File: src/rtl/tlb_assoc.sv
// Fully-associative L1 TLB: single-cycle registered lookup, 4K/2M/1G pages, one PTW refill in flight,
// SFENCE.VMA flush. Replacement is round-robin by default; define TLB_PLRU_EN for tree pseudo-LRU.
module tlb_assoc #(
  parameter int ENTRIES     = 8,
  parameter int VADDR_W     = 39,
  parameter int PADDR_W     = 56,
  parameter int PG_IDX_BITS = 12,
  parameter int PG_LEVELS   = 3,
  parameter int LEVEL_BITS  = 9
) (
  input  logic                           clk,
  input  logic                           reset_n,
  input  logic                           i_vm_enable,
  input  logic [1:0]                     i_priv,
  input  logic                           i_req_valid,
  input  logic [VADDR_W-1:0]             i_req_vaddr,
  input  logic                           i_req_store,
  output logic                           o_resp_valid,
  output logic                           o_resp_miss,
  output logic                           o_resp_pf,
  output logic [PADDR_W-1:0]             o_resp_paddr,
  output logic                           o_ptw_req_valid,
  input  logic                           i_ptw_req_ready,
  output logic [VADDR_W-PG_IDX_BITS-1:0] o_ptw_req_vpn,
  input  logic                           i_ptw_resp_valid,
  input  logic                           i_ptw_resp_pf,
  input  logic [PADDR_W-PG_IDX_BITS-1:0] i_ptw_resp_ppn,
  input  logic [1:0]                     i_ptw_resp_level,
  input  logic [5:0]                     i_ptw_resp_perm,
  input  logic                           i_sfence_valid,
  input  logic                           i_sfence_addr_en,
  input  logic [VADDR_W-1:0]             i_sfence_vaddr
);
  localparam int VPN_W = VADDR_W - PG_IDX_BITS;
  localparam int PPN_W = PADDR_W - PG_IDX_BITS;
  localparam int IDX_W = $clog2(ENTRIES);
  localparam int P_R = 0, P_W = 1, P_U = 3, P_A = 4, P_D = 5;

  typedef enum logic [1:0] {S_IDLE, S_REQ, S_WAIT} state_t;
  state_t state_q, state_d;

  logic [ENTRIES-1:0] ent_valid;
  logic [VPN_W-1:0]   ent_vpn   [ENTRIES];
  logic [PPN_W-1:0]   ent_ppn   [ENTRIES];
  logic [1:0]         ent_level [ENTRIES];
  logic [5:0]         ent_perm  [ENTRIES];
  logic [VPN_W-1:0]   ent_mask  [ENTRIES];

  // Ones over the VPN fields that take part in a match for a leaf at this level.
  function automatic logic [VPN_W-1:0] level_mask(input logic [1:0] level);
    logic [VPN_W-1:0] m;
    m = '1;
    for (int j = 0; j < PG_LEVELS; j++)
      if (j < int'(level)) m[j*LEVEL_BITS +: LEVEL_BITS] = '0;
    return m;
  endfunction

  logic                 vm_on, hit, perm_fault, any_free, fill_en, drop_q;
  logic [VPN_W-1:0]     req_vpn, sf_vpn, walk_vpn;
  logic [ENTRIES-1:0]   hit_vec, flush_vec;
  logic [PPN_W-1:0]     hit_ppn;
  logic [5:0]           hit_perm;
  logic [IDX_W-1:0]     hit_idx, free_idx, repl_idx, victim;
  logic                 unused_bits;

  assign unused_bits = ^{i_sfence_vaddr[PG_IDX_BITS-1:0], hit_perm[2]};

  // NOTE: combinational blocks use blocking '=' so later statements see earlier results;
  //       every variable gets a default up front, so no path can leave it unassigned (no latch).
  always_comb begin
    vm_on    = i_vm_enable && (i_priv != 2'd3);
    req_vpn  = i_req_vaddr[VADDR_W-1:PG_IDX_BITS];
    sf_vpn   = i_sfence_vaddr[VADDR_W-1:PG_IDX_BITS];
    hit_vec  = '0;
    flush_vec = '0;
    hit_ppn  = '0;
    hit_perm = '0;
    hit_idx  = '0;
    for (int i = 0; i < ENTRIES; i++) begin
      ent_mask[i]  = level_mask(ent_level[i]);
      hit_vec[i]   = ent_valid[i] && (((ent_vpn[i] ^ req_vpn) & ent_mask[i]) == '0);
      flush_vec[i] = ent_valid[i] &&
                     (!i_sfence_addr_en || (((ent_vpn[i] ^ sf_vpn) & ent_mask[i]) == '0));
      // At most one entry can hit, so the result fields are simply OR-merged.
      if (hit_vec[i]) begin
        hit_ppn  |= {ent_ppn[i][PPN_W-1:VPN_W],
                     (ent_ppn[i][VPN_W-1:0] & ent_mask[i]) | (req_vpn & ~ent_mask[i])};
        hit_perm |= ent_perm[i];
        hit_idx  |= IDX_W'(i);
      end
    end
    hit = |hit_vec;
  end

  always_comb begin
    perm_fault = !hit_perm[P_A];
    if (i_req_store) perm_fault = perm_fault || !(hit_perm[P_W] && hit_perm[P_D]);
    else             perm_fault = perm_fault || !hit_perm[P_R];
    if (i_priv == 2'd0) perm_fault = perm_fault || !hit_perm[P_U];
    else                perm_fault = perm_fault ||  hit_perm[P_U];
  end

  // NOTE: sequential state uses non-blocking '<=' so all registers update from pre-edge values.
  always_ff @(posedge clk or negedge reset_n) begin
    if (!reset_n) begin
      o_resp_valid <= 1'b0;
      o_resp_miss  <= 1'b0;
      o_resp_pf    <= 1'b0;
      o_resp_paddr <= '0;
    end else begin
      o_resp_valid <= i_req_valid;
      o_resp_miss  <= i_req_valid && vm_on && !hit;
      o_resp_pf    <= i_req_valid && vm_on && hit && perm_fault;
      if (!i_req_valid)  o_resp_paddr <= '0;
      else if (!vm_on)   o_resp_paddr <= PADDR_W'(i_req_vaddr);
      else if (hit)      o_resp_paddr <= {hit_ppn, i_req_vaddr[PG_IDX_BITS-1:0]};
      else               o_resp_paddr <= '0;
    end
  end

  always_ff @(posedge clk or negedge reset_n) begin
    if (!reset_n) state_q <= S_IDLE;
    else          state_q <= state_d;
  end

  always_comb begin
    state_d = state_q;
    case (state_q)
      S_IDLE:  if (i_req_valid && vm_on && !hit) state_d = S_REQ;
      S_REQ:   if (i_ptw_req_ready)              state_d = S_WAIT;
      S_WAIT:  if (i_ptw_resp_valid)             state_d = S_IDLE;
      default:                                   state_d = S_IDLE;
    endcase
  end

  always_comb o_ptw_req_valid = (state_q == S_REQ);
  assign o_ptw_req_vpn = walk_vpn;

  // A flush seen while a walk is outstanding makes its result stale; a coincident flush beats the fill.
  assign fill_en = (state_q == S_WAIT) && i_ptw_resp_valid && !i_ptw_resp_pf && !drop_q && !i_sfence_valid;

  always_ff @(posedge clk or negedge reset_n) begin
    if (!reset_n) begin
      walk_vpn <= '0;
      drop_q   <= 1'b0;
    end else begin
      if (state_q == S_IDLE && state_d == S_REQ) walk_vpn <= req_vpn;
      if (state_q == S_IDLE)   drop_q <= 1'b0;
      else if (i_sfence_valid) drop_q <= 1'b1;
    end
  end

  always_comb begin
    any_free = ~&ent_valid;
    free_idx = '0;
    for (int i = ENTRIES-1; i >= 0; i--)
      if (!ent_valid[i]) free_idx = IDX_W'(i);
    victim = any_free ? free_idx : repl_idx;
  end

  always_ff @(posedge clk or negedge reset_n) begin
    if (!reset_n)            ent_valid <= '0;
    else if (i_sfence_valid) ent_valid <= ent_valid & ~flush_vec;
    else if (fill_en)        ent_valid[victim] <= 1'b1;
  end

  // NOTE: the payload arrays carry no reset; an entry's contents are only observed while its valid bit is set.
  always_ff @(posedge clk) begin
    if (fill_en) begin
      ent_vpn[victim]   <= walk_vpn;
      ent_ppn[victim]   <= i_ptw_resp_ppn;
      ent_level[victim] <= i_ptw_resp_level;
      ent_perm[victim]  <= i_ptw_resp_perm;
    end
  end

`ifdef TLB_PLRU_EN
  // Heap-ordered tree: node n has children 2n and 2n+1; a set bit means the LRU side is the right child.
  logic [ENTRIES-1:0] plru_q, plru_d;

  function automatic logic [ENTRIES-1:0] plru_touch(input logic [ENTRIES-1:0] t, input logic [IDX_W-1:0] idx);
    logic [IDX_W:0]   node;
    logic [IDX_W-1:0] path;
    logic             dir;
    node = (IDX_W+1)'(1);
    path = idx;
    for (int d = 0; d < IDX_W; d++) begin
      dir = path[IDX_W-1];
      t[node[IDX_W-1:0]] = ~dir;
      node = {node[IDX_W-1:0], dir};
      path = path << 1;
    end
    return t;
  endfunction

  always_comb begin
    logic [IDX_W:0] node;
    plru_d = plru_q;
    if (i_req_valid && vm_on && hit) plru_d = plru_touch(plru_d, hit_idx);
    if (fill_en)                     plru_d = plru_touch(plru_d, victim);
    node = (IDX_W+1)'(1);
    for (int d = 0; d < IDX_W; d++) node = {node[IDX_W-1:0], plru_q[node[IDX_W-1:0]]};
    repl_idx = node[IDX_W-1:0];
  end

  always_ff @(posedge clk or negedge reset_n) begin
    if (!reset_n) plru_q <= '0;
    else          plru_q <= plru_d;
  end
`else
  logic [IDX_W-1:0] rr_ptr;

  always_ff @(posedge clk or negedge reset_n) begin
    if (!reset_n) rr_ptr <= '0;
    else if (fill_en && !any_free)
      rr_ptr <= (rr_ptr == IDX_W'(ENTRIES-1)) ? '0 : rr_ptr + 1'b1;
  end

  assign repl_idx = rr_ptr;
`endif

endmodule
File: config.mk
export PLATFORM = sky130hd
export DESIGN_NAME = tlb_assoc
export DESIGN_NICKNAME = d
export VERILOG_FILES = /design/src/rtl/tlb_assoc.sv
export SDC_FILE = /design/constraint.sdc
export NUM_CORES = 1
export LEC_CHECK = 0
export BUFFER_PORTS_ARGS = -buffer_cell sky130_fd_sc_hd__buf_4
export CELL_PAD_IN_SITES_DETAIL_PLACEMENT = 2
export CELL_PAD_IN_SITES_GLOBAL_PLACEMENT = 2
export CORE_MARGIN = 8
export CORE_UTILIZATION = 48
export DETAILED_ROUTE_END_ITERATION = 16
export GPL_ROUTABILITY_DRIVEN = 0
export PLACE_DENSITY_LB_ADDON = 0.3
export SLEW_MARGIN = 20
export SYNTH_ARGS = -nofsm -noshare
export SYNTH_HDL_FRONTEND = slang
export SYNTH_SLANG_ARGS = --single-unit
export TNS_END_PERCENT = 50
File: constraint.sdc
create_clock -name clk -period 15.1 [get_ports clk]
set_input_delay 3.02 -clock clk [delete_from_list [all_inputs] [get_ports clk]]
set_output_delay 3.02 -clock clk [all_outputs]
set_load 0.03 [all_outputs]
==> metrics.csv, run 1 <==
metric;value;unit
Final setup viols;0;
total CTS buffers;80;
post-CTS sizing;0;
unrepaired setup endpoints after global routing;false;
Yosys cell types;57;
clk buf depth;3;
io pins;229;
H-tree Lvls;3;
Max Fclk;136;MHz
Total Wirelength;125000;um
Layout area overhead;15.5;%
CTS Root Cell;clkbuf_16;
# hold bufs at CTS;0;
Final ANT Viol Nets;0;
Initial Util;48.3;%
Synth area leader;edfxtp_1;
internal power;3.55;mW
number of max-cap violations;0;
Yosys reg bits;724;
Pwr Density;129;nW/um^2
initial antenna violation count;12;
status;completed;
Final min period;7.37;ns
Netlist Area Pre-Place;32300;sq um
number of vias per cell;6.58;
total grt overflow;0;
die height;275;um
final hold violations;0;
post-CTS setup buffers;0;
setup TNS;0;ns
Required @ worst endpoint;15.58;ns
FP Rows;95;
Slew headroom;19.8;%
Tcrit/Tclk final;48.8;%
first-pass GRT wire length;178000;um
top cells by area, synth;edfxtp_1 (58%), mux2_2 (7.9%), dfrtp_1 (7.7%), xnor2_1 (6.3%), xor2_1 (5.4%);
HP Class;flop to flop;
cell area after layout;37300;sq um
Starting DRT DRC Count;2361;
largest net degree at the start of global routing;61;
CTS tree;built;
arrival time worst endpoint;7.86;ns
crit path kind;input pin to flop;
max-slew violation count;0;
top-area cell type share of the netlist area;58.0;%
Mapped Nets;2268;
Clock transition at path regs;0.06;ns
register area share after synthesis;65.8;%
Overall Power;4.80;mW
drt pass-1 iters;8;
Clock power frac;41.9;%
Post-synth top flop;edfxtp_1;
Peak VDD IR;103;uV
share of layout cells above drive strength 1;26.5;%
nets@finish;2449;
Placed Area;34700;sq um
Syn Area/Cell;15.2;sq um
Synth warnings;0;
Leak;12.7;nW
crit end category;flop;
DP HPWL;70600;um
Least-Margin Pin Slew;1.20;ns
port bufs;215;
part of the power in registers;50.1;%
Die Area;75800;sq um
GRT Util Overall;32.5;%
vias post-DR;21400;
Sw Ratio;26.0;%
Cells after Synth;2124;
clock sink total;724;
DRC;0;
fraction of registers with async set or reset after synthesis;13.8;%
core area;66900;sq um
number of global-route vias before repair;24000;
wire length per cell;38.5;um
CP Launch Type;input pin;
CP Max Fanout;50;
sw power;1.25;mW
Comb power frac;8.0;%
Die X;275;um
worst-skew pair later-pin latency;0.65;ns
Post-Route Skew;0.0315;ns
EDFF count, synth;624;
## final cells by class
| class | instances | area [sq um] |
|---|---|---|
| fillers | 5880 | 29600 |
| diodes | 12 | 30.0 |
| clock inverters | 31 | 342 |
| well taps | 873 | 1090 |
| inverters | 7 | 26.3 |
| repair buffers | 248 | 1860 |
| clock buffers | 117 | 2240 |
| flip-flops and latches | 724 | 21200 |
| multi-input cells | 1244 | 10500 |
## power groups by stage
stage	Clock [mW]	Combinational [mW]	Sequential [mW]
floorplan	0	0.148	2.42
global placement	0	0.348	2.42
finish	2.01	0.385	2.40
detailed placement	0	0.369	2.43
global route	2.09	0.395	2.40
CTS	2.02	0.381	2.39
## flip-flops by register name, indices dropped and copies added, names as in the netlist, 2 cells and up
signal / count
ent_valid: 8
ent_ppn: 352
state_q: 2
ent_level: 16
ent_vpn: 216
o_resp_paddr: 56
ent_perm: 40
o_ptw_req_vpn: 27
repl_idx: 3
## layout by cell type (no fill, tap or decap), drive strengths merged, types with 7 or more instances in the layout
cell,Yosys,final
a22o,30,30
clkbuf,104,117
a31oi,12,12
o22ai,7,7
nor2,32,32
clkinv,0,21
xnor2,233,233
nand4,84,84
a21oi,8,8
and2,12,12
a22oi,31,31
mux2,245,245
inv,7,11
xor2,200,200
nand2,114,114
a41oi,19,19
buf,45,248
edfxtp,624,624
dfrtp,100,100
nor3,25,25
nor4,48,48
nand3,13,13
a222oi,84,84
diode,0,12
## layer usage
metal  routed length (um)  share of wire [%]  GRT usage (%)
met5                    0                  0              0
met4                 5320                4.2           15.2
met3                 9220                7.4           5.88
met2                63800                 51           56.5
met1                47000                 38           39.1
## kinds of logic after synthesis
logic type / count (synthesis) / synth area share (%)
compound gates: 225 / 6.07
xor+xnor: 433 / 11.7
fa+ha+maj: 2 / 0.0775
buf+inv: 156 / 2.20
flops: 724 / 65.8
mux: 245 / 8.76
simple gates: 339 / 5.39
## cell usage after synthesis, types with 7 or more instances
library cell / number
edfxtp_1: 624
xnor2_1: 233
mux2_2: 226
xor2_1: 200
nand2_1: 114
clkbuf_1: 104
dfrtp_1: 100
a222oi_1: 84
nand4_1: 84
nor4_1: 46
a22oi_1: 31
a22o_1: 30
nor2_1: 30
buf_4: 27
nor3_1: 25
a41oi_1: 19
mux2_4: 19
nand3_1: 13
a31oi_1: 12
and2_1: 12
buf_1: 10
a21oi_1: 7
inv_1: 7
o22ai_1: 7
## worst max-delay path: stages
cell,delay [ns]
buf_4,0.32
xor2_1,0.13
nor4_1,0.29
nand4_1,0.34
or4_1,0.71
o22ai_4,0.18
buf_4,0.72
nor4_2,0.23
nand2_1,0.32
nand3_1,0.82
a41oi_1,0.70
## stage by stage
step / hold slack [ns] / instances / worst slack (ns) / utilization (%)
after global placement: 0.489 / 3096 / 7.37 / 51.8
final: 0.549 / 3256 / 7.73 / 55.7
after floorplan: 0.477 / 2124 / 5.32 / -
after detailed placement: 0.522 / 3096 / 7.18 / 51.8
after global routing: 0.591 / 3252 / 7.68 / 55.7
after CTS: 0.551 / 3244 / 7.76 / 55.7
## final timing paths
path                            slack (ns)  depth (start not counted)                     start                      endpoint
min in group asynchronous             2.44                          1                   reset_n  o_ptw_req_vpn[0]$_DFFE_PN0P_
worst max register to register        9.93                         10  ent_vpn[0][18]$_DFFE_PP_    o_resp_paddr[54]$_DFF_PN0_
worst min-delay path                  0.55                          2  ent_ppn[0][39]$_DFFE_PP_    o_resp_paddr[51]$_DFF_PN0_
worst max-delay path                  7.73                         11           i_req_vaddr[32]    o_resp_paddr[54]$_DFF_PN0_
max in group asynchronous            11.14                          2                   reset_n    o_resp_paddr[33]$_DFF_PN0_
worst min register to register        0.55                          2  ent_ppn[0][39]$_DFFE_PP_    o_resp_paddr[51]$_DFF_PN0_
Note: power is estimated with default switching activity, not from simulation.
==> run 2, diff against run 1 <==
--- a/config.mk
+++ b/config.mk
@@ -9,7 +9,7 @@
 export CELL_PAD_IN_SITES_DETAIL_PLACEMENT = 2
 export CELL_PAD_IN_SITES_GLOBAL_PLACEMENT = 2
 export CORE_MARGIN = 8
-export CORE_UTILIZATION = 48
+export CORE_UTILIZATION = 40
 export DETAILED_ROUTE_END_ITERATION = 16
 export GPL_ROUTABILITY_DRIVEN = 0
 export PLACE_DENSITY_LB_ADDON = 0.3
==> constraint.sdc (replaced) <==
create_clock -name clk -period 6.5 [get_ports clk]
set_input_delay 1.3 -clock clk [delete_from_list [all_inputs] [get_ports clk]]
set_output_delay 1.3 -clock clk [all_outputs]
set_load 0.03 [all_outputs]
==> metrics.csv, run 2 (same netlist as run 1, synthesis figures left out) <==
metric;value;unit;change
max-slew violation count;0;;unchanged
nets@finish;2454;;was 2449
Starting DRT DRC Count;1807;;was 2361
Layout area overhead;16.8;%;was 15.5%
Post-Route Skew;0.0150;ns;was 0.0315 ns
largest stage delay on the critical path;1.19;ns;was 0.82 ns
Final setup viols;0;;unchanged
most frequent cells in the layout;edfxtp_1 (624), buf_4 (247), xnor2_1 (233);;was edfxtp_1 (624), buf_4 (248), xnor2_1 (233)
sw power;2.73;mW;was 1.25 mW
Tcrit/Tclk final;76.4;%;
Final min period;4.96;ns;
Placed Area;35000;sq um;was 34700 sq um
unrepaired setup endpoints after global routing;false;;unchanged
part of the power in registers;50.3;%;was 50.1%
Pwr Density;294;nW/um^2;was 129 nW/um^2
largest registers;ent_ppn: 352 flops, ent_vpn: 216 flops, o_resp_paddr: 56 flops;;unchanged
Clock transition at path regs;0.06;ns;about the same
CTS tree;built;;unchanged
die height;300;um;was 275 um
post-CTS sizing;0;;unchanged
Leak;12.8;nW;was 12.7 nW
Sw Ratio;24.6;%;was 26.0%
CP Launch Type;flop;;was input pin
clock sink total;724;;unchanged
CTS Root Cell;clkbuf_16;;unchanged
CP most frequent cell;nand2_1;;was buf_4
first-pass GRT wire length;164000;um;was 178000 um
CP delay by family, top;simple AND/OR/NAND/NOR gates;;unchanged
Overall Power;11.1;mW;was 4.80 mW
vias post-DR;20500;;was 21400
cell area after layout;37700;sq um;was 37300 sq um
worst hold slack;0.510;ns;was 0.549 ns
status;completed;;unchanged
Total Wirelength;114000;um;was 125000 um
port bufs;215;;unchanged
CP cell instances;nand2_1 -> o41ai_1 -> a31oi_1 -> nor2_4 -> nor4_2 -> nand2_1 -> or4_2 -> mux2_4;;was buf_4 -> xor2_1 -> nor4_1 -> nand4_1 -> or4_1 -> o22ai_4 -> buf_4 -> nor4_2 -> nand2_1 -> nand3_1 -> a41oi_1
io pins;229;;unchanged
clk buf depth;3;;unchanged
number of vias per cell;5.95;;was 6.58
total CTS buffers;81;;was 80
number of global-route vias before repair;23000;;was 24000
wire length per cell;33.2;um;was 38.5 um
Die Area;90100;sq um;was 75800 sq um
initial antenna violation count;3;;was 12
max reg flops;352;;unchanged
commonest non-fill, non-tap cell in the layout;edfxtp_1;;unchanged
crit path kind;flop to flop;;was input pin to flop
WL met2;57500;um;was 63800 um
share of layout cells above drive strength 1;27.4;%;was 26.5%
CP Max Fanout;28;;was 50
post-place setup slack;1.24;ns;was 7.18 ns
crit end category;flop;;unchanged
FP Rows;104;;was 95
Final ANT Viol Nets;0;;unchanged
GRT Util Overall;24.7;%;was 32.5%
Met3 Wirelength;6860;um;was 9220 um
Comb power frac;7.6;%;was 8.0%
HP Class;flop to flop;;unchanged
# hold bufs at CTS;0;;unchanged
number of max-cap violations;0;;unchanged
Least-Margin Pin Slew;1.16;ns;was 1.20 ns
post-CTS setup buffers;0;;unchanged
DR top layer;met4;;unchanged
core area;80300;sq um;was 66900 sq um
H-tree Lvls;3;;unchanged
metal1 wirelength;45700;um;was 47000 um
largest net degree at the start of global routing;60;;was 61
Required @ worst endpoint;7.00;ns;was 15.58 ns
arrival time worst endpoint;5.46;ns;was 7.86 ns
slowest cell on the critical path;or4_2;;was nand3_1
Max Fclk;201;MHz;
final hold violations;0;;unchanged
worst-skew pair later-pin latency;0.63;ns;was 0.65 ns
internal power;8.34;mW;was 3.55 mW
Die X;300;um;was 275 um
Most flops, register;ent_ppn;;unchanged
Slew headroom;22.4;%;was 19.8%
post-route setup slack;1.54;ns;was 7.73 ns
drt pass-1 iters;9;;was 8
DP HPWL;68800;um;was 70600 um
DRC;0;;unchanged
Initial Util;40.2;%;was 48.3%
Peak VDD IR;217;uV;was 103 uV
worst path bufs/invs;0;;was 2
Clock power frac;42.1;%;was 41.9%
total grt overflow;0;;unchanged
## run 2: final cells by class
type,instances,area [sq um]
repair buffers,252,1950
flip-flops and latches,724,21200
clock inverters,32,295
inverters,7,26.3
diodes,3,7.51
well taps,1060,1330
clock buffers,118,2380
multi-input cells,1244,10500
fillers,7451,42600
## run 2: metrics by stage
step           util (%)  cells  TNS (ns)
2_1_floorplan         -   2124   -246.34
3_3_place_gp       43.6   3287         0
3_5_place_dp       43.6   3287         0
4_1_cts            47.0   3437         0
5_1_grt            47.0   3439         0
6_report           47.0   3440         0
## run 2: final timing paths
check / slack, ns / to / startpoint / cells after the start
worst max-delay path: 1.54 / o_ptw_req_vpn[18]$_DFFE_PN0P_ / ent_level[1][1]$_DFFE_PP_ / 8
worst max register to register: 1.54 / o_ptw_req_vpn[18]$_DFFE_PN0P_ / ent_level[1][1]$_DFFE_PP_ / 8
worst min-delay path: 0.51 / drop_q$_DFFE_PN0P_ / drop_q$_DFFE_PN0P_ / 1
worst min register to register: 0.51 / drop_q$_DFFE_PN0P_ / drop_q$_DFFE_PN0P_ / 1
min in group asynchronous: 0.72 / o_ptw_req_vpn[14]$_DFFE_PN0P_ / reset_n / 1
max in group asynchronous: 4.30 / o_ptw_req_vpn[21]$_DFFE_PN0P_ / reset_n / 2
## run 2: power by group through the flow
stage          sequential (mW)  clock (mW)  combinational, mW
6_report                  5.57        4.66              0.840
5_1_grt                   5.58        4.89              0.883
4_1_cts                   5.57        4.75              0.847
3_5_place_dp              5.67           0              0.837
3_3_place_gp              5.65           0              0.804
2_1_floorplan             5.62           0              0.344
## run 2: routing by layer
| layer | track usage, % | up-vias |
|---|---|---|
| met5 | 0 | - |
| met4 | 9.64 | 0 |
| met3 | 3.83 | 217 |
| met2 | 43.0 | 777 |
| met1 | 30.7 | 10900 |
| li1 | - | 8535 |
## run 2: worst register-to-register path: cells and delay by family (launching register included)
kind | cells | cell delay (ns)
compound gates | 2 | 0.71
flops | 1 | 0.76
mux | 1 | 0.59
simple gates | 5 | 2.79
==> run 3, diff against run 2 <==
==> constraint.sdc (replaced) <==
create_clock -name clk -period 4.2 [get_ports clk]
set_input_delay 0.84 -clock clk [delete_from_list [all_inputs] [get_ports clk]]
set_output_delay 0.84 -clock clk [all_outputs]
set_load 0.03 [all_outputs]
==> metrics.csv, run 3 (same netlist as run 1, synthesis figures left out) <==
metric;value;unit;change
status;completed;;unchanged
Overall Power;17.0;mW;was 11.1 mW
wire length per cell;32.7;um;was 33.2 um
crit path launch;i_req_vaddr[30];;was ent_level[1][1]$_DFFE_PP_
max-slew violation count;0;;unchanged
Final setup viols;0;;unchanged
Leak;13.0;nW;was 12.8 nW
HP Class;input pin to async pin;;was flop to flop
worst-skew pair later-pin latency;0.63;ns;about the same
Required @ worst endpoint;4.70;ns;was 7.00 ns
met3 Track Usage GR;3.88;%;was 3.83%
share of layout cells above drive strength 1;28.7;%;was 27.4%
setup TNS;0;ns;unchanged
number of max-cap violations;0;;unchanged
Tcrit/Tclk final;86.0;%;
final hold violations;0;;unchanged
Pwr Density;444;nW/um^2;was 294 nW/um^2
post-CTS setup buffers;0;;unchanged
io pins;229;;unchanged
crit end category;flop;;unchanged
Starting DRT DRC Count;1673;;was 1807
largest stage delay on the critical path;0.69;ns;was 1.19 ns
Comb power frac;7.8;%;was 7.6%
CP delay by family, top;simple AND/OR/NAND/NOR gates;;unchanged
die height;300;um;unchanged
number of global-route vias before repair;23400;;was 23000
FP Rows;104;;unchanged
CTS tree;built;;unchanged
met1 Usage GRT;31.5;%;was 30.7%
Sw Ratio;24.8;%;was 24.6%
GRT busiest layer;met2;;unchanged
part of the power in registers;50.7;%;was 50.3%
Final ANT Viol Nets;0;;unchanged
commonest non-fill, non-tap cell in the layout;edfxtp_1;;unchanged
# hold bufs at CTS;0;;unchanged
Max Fclk;277;MHz;
Clock transition at path regs;0.06;ns;about the same
Total Wirelength;114000;um;about the same
crit path kind;input pin to flop;;was flop to flop
GR Layer Usage met2;42.7;%;was 43.0%
GRT Util Overall;24.9;%;was 24.7%
internal power;12.8;mW;was 8.34 mW
DP HPWL;71000;um;was 68800 um
sw power;4.21;mW;was 2.73 mW
core area;80300;sq um;unchanged
initial antenna violation count;7;;was 3
largest net degree at the start of global routing;68;;was 60
CP Launch Type;input pin;;was flop
clk buf depth;3;;unchanged
worst path bufs/invs;4;;was 0
reg2reg start;ent_vpn[3][20]$_DFFE_PP_;;was ent_level[1][1]$_DFFE_PP_
Final min period;3.61;ns;
largest registers;ent_ppn: 352 flops, ent_vpn: 216 flops, o_resp_paddr: 56 flops;;unchanged
Layout area overhead;18.4;%;was 16.8%
Most flops, register;ent_ppn;;unchanged
CP Max Fanout;28;;unchanged
Initial Util;40.2;%;unchanged
vias post-DR;20600;;was 20500
Least-Margin Pin Slew;1.13;ns;was 1.16 ns
total grt overflow;0;;unchanged
DRC;0;;unchanged
total CTS buffers;80;;was 81
slowest cell on the critical path;or4_2;;unchanged
post-CTS sizing;0;;unchanged
number of vias per cell;5.90;;was 5.95
arrival time worst endpoint;4.11;ns;was 5.46 ns
max reg flops;352;;unchanged
first-pass GRT wire length;166000;um;was 164000 um
unrepaired setup endpoints after global routing;false;;unchanged
Post-Route Skew;0.0237;ns;was 0.0150 ns
CP most frequent cell;buf_4;;was nand2_1
Peak VDD IR;424;uV;was 217 uV
port bufs;215;;unchanged
most frequent cells in the layout;edfxtp_1 (624), buf_4 (291), xnor2_1 (233);;was edfxtp_1 (624), buf_4 (247), xnor2_1 (233)
Die Area;90100;sq um;unchanged
CP cell instances;buf_4 -> buf_4 -> xor2_1 -> nor4_1 -> buf_4 -> a22oi_1 -> nor2_4 -> nor4_2 -> nand2_1 -> or4_2 -> buf_12 -> mux2_4;;was nand2_1 -> o41ai_1 -> a31oi_1 -> nor2_4 -> nor4_2 -> nand2_1 -> or4_2 -> mux2_4
drt pass-1 iters;6;;was 9
Clock power frac;41.5;%;was 42.1%
Die X;300;um;unchanged
clock sink total;724;;unchanged
CTS Root Cell;clkbuf_16;;unchanged
Slew headroom;24.8;%;was 22.4%
nets@finish;2510;;was 2454
H-tree Lvls;3;;unchanged
[run 3: worst paths after layout]
kind	slack (ns)	endpoint	depth (start not counted)
worst max-delay path	0.59	o_ptw_req_vpn[3]$_DFFE_PN0P_	12
worst min-delay path	0.33	o_ptw_req_vpn[16]$_DFFE_PN0P_	1
worst max register to register	0.59	o_resp_paddr[48]$_DFF_PN0_	9
worst min register to register	0.55	drop_q$_DFFE_PN0P_	1
max in group asynchronous	2.98	o_resp_paddr[55]$_DFF_PN0_	2
min in group clk	0.42	o_resp_valid$_DFF_PN0_	1
[run 3: layout make-up]
type | count | area (sq um)
Tap cell | 1060 | 1330
Timing Repair Buffer | 309 | 2540
Clock inverter | 32 | 349
Antenna cell | 6 | 15.0
Fill cell | 7405 | 42000
Clock buffer | 117 | 2270
Sequential cell | 724 | 21200
Multi-Input combinational cell | 1244 | 10500
Inverter | 7 | 26.3
[run 3: metrics by stage]
stage	std cells	cell area, sq um	utilization, %	hold slack (ns)	worst slack (ns)
after floorplan	2124	32300	-	0.477	-1.30
final	3499	38200	47.6	0.332	0.587
after global routing	3495	38200	47.6	0.390	0.432
after CTS	3493	38200	47.6	0.370	0.577
after detailed placement	3344	35600	44.4	0.528	0.0158
after global placement	3344	35600	44.4	0.488	0.0659
[run 3: layer usage]
layer / part of all wire [%] / vias up / routed length, um
li1: - / 8667 / -
met1: 41 / 11000 / 46500
met2: 50 / 711 / 57300
met3: 5.5 / 235 / 6330
met4: 3.6 / 2 / 4100
met5: 0.011 / - / 13
[run 3: worst reg2reg max path, cell delays in order (launching register included)]
cell	delay [ns]
edfxtp_1	0.43
xor2_1	0.17
nor4_1	0.34
nand4_1	0.34
or4_1	0.66
o22ai_4	0.21
buf_4	0.54
buf_4	0.41
nand2_1	0.12
a41oi_1	0.27
[run 3: power groups by stage]
stage                     Sequential, mW  Combinational (mW)  Clock, mW
final                               8.61                1.33       7.05
after global routing                8.62                1.40       7.43
after CTS                           8.61                1.34       7.18
after detailed placement            8.76                1.33          0
after global placement              8.74                1.28          0
after floorplan                     8.70               0.533          0
